### config.mk
export PLATFORM = sky130hd
export DESIGN_NAME = morse_tx_scheduler
export DESIGN_NICKNAME = d
export VERILOG_FILES = /design/src/rtl/morse_pkg.sv /design/src/rtl/morse_char_fifo.sv /design/src/rtl/morse_tx_scheduler.sv
export SDC_FILE = /design/constraint.sdc
export NUM_CORES = 1
export LEC_CHECK = 0
export CAP_MARGIN = 40
export CORE_MARGIN = 3
export CORE_UTILIZATION = 52
export CTS_CLUSTER_SIZE = 8
export DETAILED_ROUTE_END_ITERATION = 7
export PLACE_DENSITY_LB_ADDON = 0.25
export SKIP_CTS_REPAIR_TIMING = 1
export SLEW_MARGIN = 40
export SYNTH_ARGS = -nofsm -noshare
export SYNTH_HDL_FRONTEND = slang
export SYNTH_SLANG_ARGS = --single-unit
### constraint.sdc
create_clock -name clk -period 4 [get_ports clk]
set_input_delay 1.2 -clock clk [delete_from_list [all_inputs] [get_ports clk]]
set_output_delay 1.2 -clock clk [all_outputs]
set_load 0.01 [all_outputs]
### src/rtl/morse_pkg.sv
// rtl/morse_pkg.sv - shared codes, state encoding and default timing for the Morse transmit path
package morse_pkg;

    localparam logic [4:0] CODE_NONE  = 5'd0;
    localparam logic [4:0] CODE_A     = 5'd1;
    localparam logic [4:0] CODE_Z     = 5'd26;
    localparam logic [4:0] CODE_SPACE = 5'd31;

    localparam int FIFO_DEPTH_DEF  = 8;
    localparam int GAP_CHAR_MS_DEF = 300;
    localparam int GAP_WORD_MS_DEF = 700;
    localparam int BUSY_TO_DEF     = 16;

    typedef enum logic [2:0] {
        IDLE,
        LOAD,
        START,
        WAIT_HI,
        WAIT_LO,
        GAP
    } sched_state_t;

endpackage

### src/rtl/morse_char_fifo.sv
// rtl/morse_char_fifo.sv - single-clock character queue with wrap-bit pointers
module morse_char_fifo #(
    parameter int DEPTH = 8,
    parameter int WIDTH = 5
) (
    input  logic                     clk,
    input  logic                     rst_n,
    input  logic                     push,
    input  logic                     pop,
    input  logic [WIDTH-1:0]         din,
    output logic [WIDTH-1:0]         dout,
    output logic [$clog2(DEPTH):0]   count,
    output logic                     full,
    output logic                     empty
);

    localparam int AW = $clog2(DEPTH);
    localparam int CW = AW + 1;

    logic [CW-1:0]    wr_ptr;
    logic [CW-1:0]    rd_ptr;
    logic [WIDTH-1:0] mem [DEPTH];
    logic             do_push;
    logic             do_pop;

    // Full/empty come from registered pointers, so a pop never frees a slot for a same-cycle push.
    assign count   = wr_ptr - rd_ptr;
    assign full    = (count == CW'(DEPTH));
    assign empty   = (count == '0);
    assign do_push = push && !full;
    assign do_pop  = pop && !empty;
    assign dout    = mem[rd_ptr[AW-1:0]];

    always_ff @(posedge clk or negedge rst_n) begin
        if (!rst_n) begin
            wr_ptr <= '0;
            rd_ptr <= '0;
        end else begin
            if (do_push) wr_ptr <= wr_ptr + CW'(1);
            if (do_pop)  rd_ptr <= rd_ptr + CW'(1);
        end
    end

    always_ff @(posedge clk) begin
        if (do_push) mem[wr_ptr[AW-1:0]] <= din;
    end

endmodule

### src/rtl/morse_tx_scheduler.sv
// rtl/morse_tx_scheduler.sv - queues keypad/host characters and paces the buzzer driver
module morse_tx_scheduler
    import morse_pkg::*;
#(
    parameter int FIFO_DEPTH  = FIFO_DEPTH_DEF,
    parameter int GAP_CHAR_MS = GAP_CHAR_MS_DEF,
    parameter int GAP_WORD_MS = GAP_WORD_MS_DEF,
    parameter int BUSY_TO     = BUSY_TO_DEF
) (
    input  logic                          clk,
    input  logic                          rst_n,
    input  logic                          clk_1khz,
    input  logic [4:0]                    key_code,
    input  logic                          key_valid,
    input  logic [4:0]                    host_code,
    input  logic                          host_valid,
    output logic                          host_ready,
    input  logic                          clr_flags,
    input  logic                          buz_busy,
    output logic [4:0]                    char_code,
    output logic                          buz_start,
    output logic [$clog2(FIFO_DEPTH):0]   fifo_count,
    output logic                          active,
    output logic                          ovf,
    output logic                          err
);

    localparam int GAP_MAX = (GAP_CHAR_MS > GAP_WORD_MS) ? GAP_CHAR_MS : GAP_WORD_MS;
    localparam int GW      = $clog2(GAP_MAX + 1);
    localparam int TW      = $clog2(BUSY_TO + 1);

    localparam logic [GW-1:0] GAP_CHAR_CNT = GW'(GAP_CHAR_MS);
    localparam logic [GW-1:0] GAP_WORD_CNT = GW'(GAP_WORD_MS);
    localparam logic [TW-1:0] TO_LAST      = TW'(BUSY_TO - 1);

    sched_state_t  state_q, state_d;
    logic          key_valid_q;
    logic          kp_push;
    logic [4:0]    kp_code;
    logic [2:0]    khz_sync;
    logic          ms_tick;
    logic          host_push;
    logic          fifo_push, fifo_pop, fifo_full, fifo_empty;
    logic [4:0]    fifo_din, fifo_dout;
    logic [GW-1:0] gap_cnt, gap_val;
    logic          gap_load, gap_dec;
    logic [TW-1:0] to_cnt;
    logic          err_set;

    // Keypad wins collisions; the host just sees ready low and retries next cycle.
    assign host_ready = rst_n && !fifo_full && !kp_push;
    assign host_push  = host_valid && host_ready;
    assign fifo_push  = kp_push || host_push;
    assign fifo_din   = kp_push ? kp_code : host_code;
    assign ms_tick    = khz_sync[1] && !khz_sync[2];
    assign active     = (state_q != IDLE);

    morse_char_fifo #(
        .DEPTH (FIFO_DEPTH),
        .WIDTH (5)
    ) u_fifo (
        .clk   (clk),
        .rst_n (rst_n),
        .push  (fifo_push),
        .pop   (fifo_pop),
        .din   (fifo_din),
        .dout  (fifo_dout),
        .count (fifo_count),
        .full  (fifo_full),
        .empty (fifo_empty)
    );

    always_ff @(posedge clk or negedge rst_n) begin
        if (!rst_n) begin
            key_valid_q <= 1'b0;
            kp_push     <= 1'b0;
            kp_code     <= '0;
            khz_sync    <= '0;
        end else begin
            key_valid_q <= key_valid;
            kp_push     <= key_valid && !key_valid_q;
            kp_code     <= key_code;
            khz_sync    <= {khz_sync[1:0], clk_1khz};
        end
    end

    always_ff @(posedge clk or negedge rst_n) begin
        if (!rst_n) state_q <= IDLE;
        else        state_q <= state_d;
    end

    always_comb begin
        state_d   = state_q;
        fifo_pop  = 1'b0;
        buz_start = 1'b0;
        gap_load  = 1'b0;
        gap_val   = GAP_CHAR_CNT;
        gap_dec   = 1'b0;
        err_set   = 1'b0;
        case (state_q)
            IDLE: begin
                if (!fifo_empty) begin
                    fifo_pop = 1'b1;
                    state_d  = LOAD;
                end
            end
            LOAD: begin
                if (char_code == CODE_SPACE) begin
                    gap_load = 1'b1;
                    gap_val  = GAP_WORD_CNT;
                    state_d  = GAP;
                end else begin
                    state_d = START;
                end
            end
            START: begin
                buz_start = 1'b1;
                state_d   = WAIT_HI;
            end
            WAIT_HI: begin
                if (buz_busy) begin
                    state_d = WAIT_LO;
                end else if (to_cnt == TO_LAST) begin
                    err_set  = 1'b1;
                    gap_load = 1'b1;
                    state_d  = GAP;
                end
            end
            WAIT_LO: begin
                if (!buz_busy) begin
                    gap_load = 1'b1;
                    state_d  = GAP;
                end
            end
            GAP: begin
                // Gap is N ticks, so real silence is N-1..N ms depending on tick phase.
                if (ms_tick) begin
                    gap_dec = (gap_cnt != '0);
                    if (gap_cnt <= GW'(1)) state_d = IDLE;
                end
            end
            default: state_d = IDLE;
        endcase
    end

    always_ff @(posedge clk or negedge rst_n) begin
        if (!rst_n) begin
            char_code <= '0;
            gap_cnt   <= '0;
            to_cnt    <= '0;
            ovf       <= 1'b0;
            err       <= 1'b0;
        end else begin
            if (fifo_pop) char_code <= fifo_dout;
            if (gap_load)     gap_cnt <= gap_val;
            else if (gap_dec) gap_cnt <= gap_cnt - GW'(1);
            if (state_q == WAIT_HI) to_cnt <= to_cnt + TW'(1);
            else                    to_cnt <= '0;
            ovf <= (kp_push && fifo_full) || (ovf && !clr_flags);
            err <= err_set || (err && !clr_flags);
        end
    end

endmodule

==> metrics.md, run 1 <==
| Metric | Value |
|---|---|
| Biggest area consumer among synthesized cells | `edfxtp_1` |
| Critical Path Sink Type | `output port` |
| Gp weighted congestion | `about 0.83` |
| Hold_sp | `khz_sync[0]$_DFF_PN0_` |
| Die height | `roughly 91 um` |
| Clk Latency, worst-skew pair | `~0.35 ns` |
| Final nets | `about 360` |
| Final instance area | `roughly 4400 sq um` |
| Fin. max-slew vios | `0` |
| Ports | `31` |
| Syn_area_per_cell | `13.1 sq um` |
| Total routed wirelength | `6850 um` |
| Crit Path Category | `reg -> out` |
| Filler cells | `between 500 and 600` |
| H-tree depth | `3` |
| Synth top area share | `around a third` |
| Req. time, crit path | `2.80 ns` |
| Netlist cell types | `52` |
| DP Wirelength | `4980 um` |
| Synthesized area | `3740 sq um` |
| Setup ws final | `about 0.32 ns` |
| Ys async rst share | `about 52%` |
| Clock period minus worst slack | `approximately 3.7 ns` |
| Number of buffers created by CTS | `9` |
| ANT nets after route | `0` |
| Via Count | `approximately 2400` |
| Synth top area cells | `edfxtp_1, dfrtp_1, mux4_2, ha_1, nor2_1` |
| Die W | `just over 90 um` |
| Worst slew pin tran | `0.727 ns` |
| Crit path launch type | `register` |
| Min Hold Slack | `between 0.3 and 0.4 ns` |
| CP Max Fanout | `7` |
| P&R area growth vs syn | `17.8%` |
| Place WS | `about 0.28 ns` |
| Peak VDD IR | `around 0.00042 V` |
| Initial DRC Count | `about 110` |
| Ratio of cells with drive above 1 in the final layout | `19.1%` |
| Clock Pin Slew Worst Setup and Hold Paths | `around 0.1 ns` |
| WL per Instance | `roughly 16 um` |
| Global-route wire length before repair | `around 12000 um` |
| Total iterations of the first detailed-routing run | `4` |
| Ys flop type | `dfrtp_1` |
| Part of the cycle the worst path needs | `slightly above 90%` |
| Die area | `around 8300 sq um` |
| Worst min path class | `reg -> reg` |
| Placement row count | `30` |
| Number of max-cap violations | `0` |
| FF-to-FF Start | `u_fifo.wr_ptr[0]$_DFFE_PN0P_` |
| Critical path arrival | `roughly 2.5 ns` |
| Vias per inst | `roughly 5.5` |
| Register bit count reported by yosys | `83` |
| Max Fclk | `approximately 270 MHz` |
| Total Power | `~3200 uW` |
| YS warnings | `0` |
| Slew margin rel. | `between 50 and 60%` |
| Post-synth EDFFs | `40` |
| Core Box Area | `around 6900 sq um` |
| Status | `complete, no violations` |
| Most frequent cells in the layout | `dfrtp_1, edfxtp_1, nor2_1` |
| Port bufs | `30` |
| Initial antenna violation count | `0` |
| Largest net degree at the start of global routing | `45` |
| Starting Density | `54.2%` |
| GRT Overall Usage | `between 10% and 20%` |
| Post-Syn Instances | `roughly 290` |
| Remaining Overflow, GRT | `0` |
| DRC viols | `0` |
| Clk_skew | `0.00979 ns` |
| Ant diodes | `0` |
| Hold Vio Cnt, Final | `0` |
| Syn nets | `about 310` |
| Static leakage | `0.00169 uW` |
| Vias in the first global route | `between 2000 and 2500` |
| Sequential cell area fraction in the yosys report | `between 60% and 70%` |
| Placed cell areas | `4180 sq um` |
| Commonest non-fill, non-tap cell in the layout | `dfrtp_1` |
| Root Driver | `clkbuf_8` |
| Clock Sinks | `83` |
| Power Density | `between 700 and 800 nW/um^2` |
| CTS tree | `done` |
| Final setup vio count | `0` |
| RSZ-0062 raised after global routing | `no` |
| Clock buffer depth | `2` |
| Critical path origin | `u_fifo.rd_ptr[2]$_DFFE_PN0P_` |
-- power breakdown --
part,leakage (uW),internal [uW],switching (uW)
Combinational,0.000712,689,677
Sequential,0.000875,1100,174
Clock,0.000103,248,346
-- flip-flops by register name, indices dropped and copies added (netlist names) --
register,cells
u_fifo.mem,40
gap_cnt,10
char_code,5
kp_code,5
to_cnt,5
u_fifo.rd_ptr,4
u_fifo.wr_ptr,4
khz_sync,3
state_q,3
err,1
key_valid_q,1
kp_push,1
ovf,1
-- cell usage after synthesis, types with 3 or more instances --
cell	n
xor2_1	4
o21ai_0	7
nand2_1	22
nor2_1	29
a21oi_1	7
nand3_1	8
clkbuf_1	4
xnor2_1	9
mux2_2	7
a31oi_1	6
nand4_1	3
dfrtp_1	43
ha_1	10
mux4_2	10
nor2b_1	4
edfxtp_1	40
inv_1	16
nor3_1	9
or3_1	4
nand2b_1	4
-- critical path: stages, from the launching register on --
cell,delay (ns)
dfrtp_1,0.37
inv_2,0.06
ha_1,0.33
and3b_4,0.21
or3_4,0.41
a211o_4,0.38
and3_2,0.21
dlymetal6s2s_1,0.16
-- final cells by class --
class	instances	area [sq um]	share of cell area, %
Timing Repair Buffer	41	380	8.62
Inverter	16	60.1	1.36
Clock inverter	7	76.3	1.73
Tap cell	96	120	2.72
Sequential cell	83	2280	51.7
Multi-Input combinational cell	179	1370	31.1
Clock buffer	9	124	2.81
-- kinds of logic (layout without fill, tap and decap cells) --
kind of cell	after synthesis	after routing	share of synthesized area [%]
muxes	18	18	8.52
adders and majority gates	11	11	3.88
AOI/OAI and AO/OA	35	35	6.48
DFF	83	83	60.8
buffers and inverters	24	73	2.57
and+or+nand+nor	102	102	14.7
xor gates and xnor gates	13	13	3.04
-- stage by stage --
step | TNS [ns] | utilization [%] | cells
after floorplan | 0 | - | 286
after global placement | 0 | 60.5 | 411
after detailed placement | 0 | 60.5 | 411
after CTS | -0.111 | 63.4 | 427
after global routing | 0 | 63.9 | 431
final | 0 | 63.9 | 431
-- worst paths after layout --
| kind | cells past startpoint | end | slack, ns |
|---|---|---|---|
| setup / recovery | 7 | host_ready | 0.32 |
| hold / removal | 0 | khz_sync[1]$_DFF_PN0_ | 0.37 |
| setup reg to reg | 9 | u_fifo.rd_ptr[2]$_DFFE_PN0P_ | 1.39 |
| hold reg to reg | 0 | khz_sync[1]$_DFF_PN0_ | 0.37 |
| max in group asynchronous | 2 | u_fifo.wr_ptr[2]$_DFFE_PN0P_ | 2.62 |
| min in group asynchronous | 2 | gap_cnt[1]$_DFFE_PN0P_ | 0.97 |
-- routing by layer --
layer  global-route usage [%]  vias up  share of wire (%)
met4                     8.42        0                2.1
met3                     3.50       17                3.0
met2                     29.7       52                 51
met1                     22.8     1147                 44
li1                         -     1135                  -
met5                        0        -                  0
(Power assumes the default switching activity.)
==> run 2, diff against run 1 <==
--- a/config.mk
+++ b/config.mk
@@ -6,7 +6,8 @@
 export NUM_CORES = 1
 export LEC_CHECK = 0
+export ABC_CLOCK_PERIOD_IN_PS = 4000
 export CAP_MARGIN = 40
 export CORE_MARGIN = 3
-export CORE_UTILIZATION = 52
+export CORE_UTILIZATION = 57
 export CTS_CLUSTER_SIZE = 8
 export DETAILED_ROUTE_END_ITERATION = 7
==> constraint.sdc (replaced) <==
create_clock -name clk -period 4 [get_ports clk]
set_input_delay 0.6 -clock clk [delete_from_list [all_inputs] [get_ports clk]]
set_output_delay 0.6 -clock clk [all_outputs]
set_load 0.01 [all_outputs]
==> run 2 against run 1 <==
Total power shrank 2.2%. Sequential power barely moved. Global-route usage up 1.9 points. Clock-buffer cell count increased by 1. Cell area is 2.0% lower. Utilization is 6.7 points higher. Worst setup slack gained 0.034 ns. Maximum frequency grew 0.94%.
==> metrics.md, run 2 (same netlist as run 1, synthesis figures left out) <==
| Metric | Value |
|---|---|
| Setup ws final | `0.350 ns` |
| RSZ-0062 raised after global routing | `no` |
| Clock Pin Slew Worst Setup and Hold Paths | `around 0.080 ns` |
| Clock power share | `18.9%` |
| Remaining Overflow, GRT | `0` |
| Largest net degree at the start of global routing | `44` |
| Part of the cycle the worst path needs | `between 90% and 100%` |
| Total iterations of the first detailed-routing run | `4` |
| Vias in the first global route | `approximately 2400` |
| Sw power | `between 1000 and 1500 uW` |
| Number of buffers created by CTS | `9` |
| Die area | `about 7600 sq um` |
| Slew margin rel. | `between 50% and 60%` |
| Worst slew pin tran | `between 0.7 and 0.8 ns` |
| Filler cells | `about 420` |
| Hold Vio Cnt, Final | `0` |
| Critical path arrival | `approximately 3.1 ns` |
| Place WS | `between 0.7 and 0.8 ns` |
| Clk_skew | `0.00770 ns` |
| Initial antenna violation count | `0` |
| Via Count | `~2300` |
| Multi-input gate area | `between 1000 and 1500 sq um` |
| Final setup vio count | `0` |
| Fin. max-slew vios | `0` |
| GRT Overall Usage | `approximately a fifth` |
| Critical Path Sink Type | `output port` |
| Post-route setup TNS | `0 ns` |
| Core Box Area | `6130 sq um` |
| Initial DRC Count | `93` |
| DP Wirelength | `4900 um` |
| WL per Instance | `16.8 um` |
| Crit Path Category | `reg -> out` |
| CTS tree | `done` |
| Gp weighted congestion | `approximately 0.8` |
| Max reg flops | `40` |
| Worst min path class | `reg -> reg` |
| P&R area growth vs syn | `15.5%` |
| Total routed wirelength | `a little under 7000 um` |
| Ant diodes | `0` |
| Number of max-cap violations | `0` |
| Hold_sp | `khz_sync[0]$_DFF_PN0_` |
| CP Max Fanout | `8` |
| Finished Layout Cells | `between 400 and 500` |
| DRC viols | `0` |
| Most frequent cells in the layout | `dfrtp_1, edfxtp_1, nor2_1, clkdlybuf4s50_1, nand2_1` |
| Req. time, crit path | `~3.4 ns` |
| Static leakage | `~0.0016 uW` |
| Die height | `between 80 and 90 um` |
| Placed Cells | `between 300 and 400` |
| Critical path origin | `u_fifo.rd_ptr[2]$_DFFE_PN0P_` |
| Global-route wire length before repair | `approximately 11000 um` |
| ANT nets after route | `0` |
| Fin util | `slightly above 70%` |
| Net Sw Frac | `between 30% and 40%` |
| Clock period minus worst slack | `roughly 3.6 ns` |
| Starting Density | `61.1%` |
| Status | `complete, no violations` |
| Vias per inst | `around 5.8` |
| Min Hold Slack | `0.353 ns` |
| Root Driver | `clkbuf_8` |
| FF-to-FF Start | `u_fifo.rd_ptr[2]$_DFFE_PN0P_` |
| Ports | `31` |
| Clk Latency, worst-skew pair | `roughly 0.35 ns` |
| Clock Sinks | `83` |
| Internal power | `just over 2000 uW` |
| Final nets | `350` |
| Commonest non-fill, non-tap cell in the layout | `dfrtp_1` |
| Crit path launch type | `register` |
| H-tree depth | `3` |
| Max Fclk | `274 MHz` |
| Ratio of cells with drive above 1 in the final layout | `about 16%` |
| Power Density | `between 700 and 800 nW/um^2` |
| Clock buffer depth | `2` |
| Placement row count | `28` |
| Seq. cell area | `~2300 sq um` |
| Die W | `between 80 and 90 um` |
| Flop pwr share | `40.8%` |
| Peak VDD IR | `about 0.00037 V` |
| Port bufs | `30` |
| Logic pwr share | `between 40% and 50%` |
run 2: cell count changes in the layout (fill, tap and decap cells not counted), sizes merged:
cell           change
bufinv             +1
inv                -2
clkdlybuf4s50      +1
buf                -8
clkinvlp           +2
clkbuf             +1
dlymetal6s2s       -1
clkinv             -2
run 2: worst max-delay path, stage by stage, from the launching register on:
cell and delay, ns:
dfrtp_1 0.48, inv_1 0.16, ha_1 0.37, and3b_4 0.21, or3_4 0.41, a211o_4 0.38
and3_2 0.21, clkdlybuf4s50_1 0.47
run 2: through the flow:
| stage | instance area (sq um) | power, uW |
|---|---|---|
| 5_1_grt | 4320 | 3390 |
| 4_1_cts | 4320 | 3190 |
| 3_5_place_dp | 4120 | 2580 |
| 6_report | 4320 | 3170 |
| 3_3_place_gp | 4120 | 2540 |
| 2_1_floorplan | 3740 | 2150 |
run 2: power by group through the flow:
stage	Clock [uW]	Sequential, uW	Combinational [uW]
after floorplan	0	1250	909
after global placement	0	1290	1250
after detailed placement	0	1300	1280
after CTS	614	1290	1290
after global routing	653	1320	1420
final	599	1290	1280
run 2: path summary, 6_finish.rpt:
check,cells past startpoint,to,slack [ns]
min in group asynchronous,2,gap_cnt[5]$_DFFE_PN0P_,0.41
setup reg to reg,7,u_fifo.mem[1][2]$_DFFE_PP_,0.99
max in group asynchronous,2,ovf$_DFF_PN0_,3.21
hold reg to reg,0,khz_sync[1]$_DFF_PN0_,0.35
hold / removal,0,khz_sync[1]$_DFF_PN0_,0.35
setup / recovery,7,host_ready,0.35
run 2: final cells by class:
cell class | count | share of cell area [%]
sequential | 83 | 52.7
multi-input combinational | 179 | 31.8
timing repair buffer | 33 | 7.35
clock buffer | 10 | 2.95
tap | 75 | 2.17
clock inverter | 6 | 1.65
inverter | 16 | 1.39
run 2: metal layers:
layer,part of all wire (%),up-vias,track usage (%)
li1,-,1116,-
met1,43,1140,24.3
met2,51,54,34.1
met3,4.7,11,5.58
met4,1.5,0,6.23
met5,0,-,0
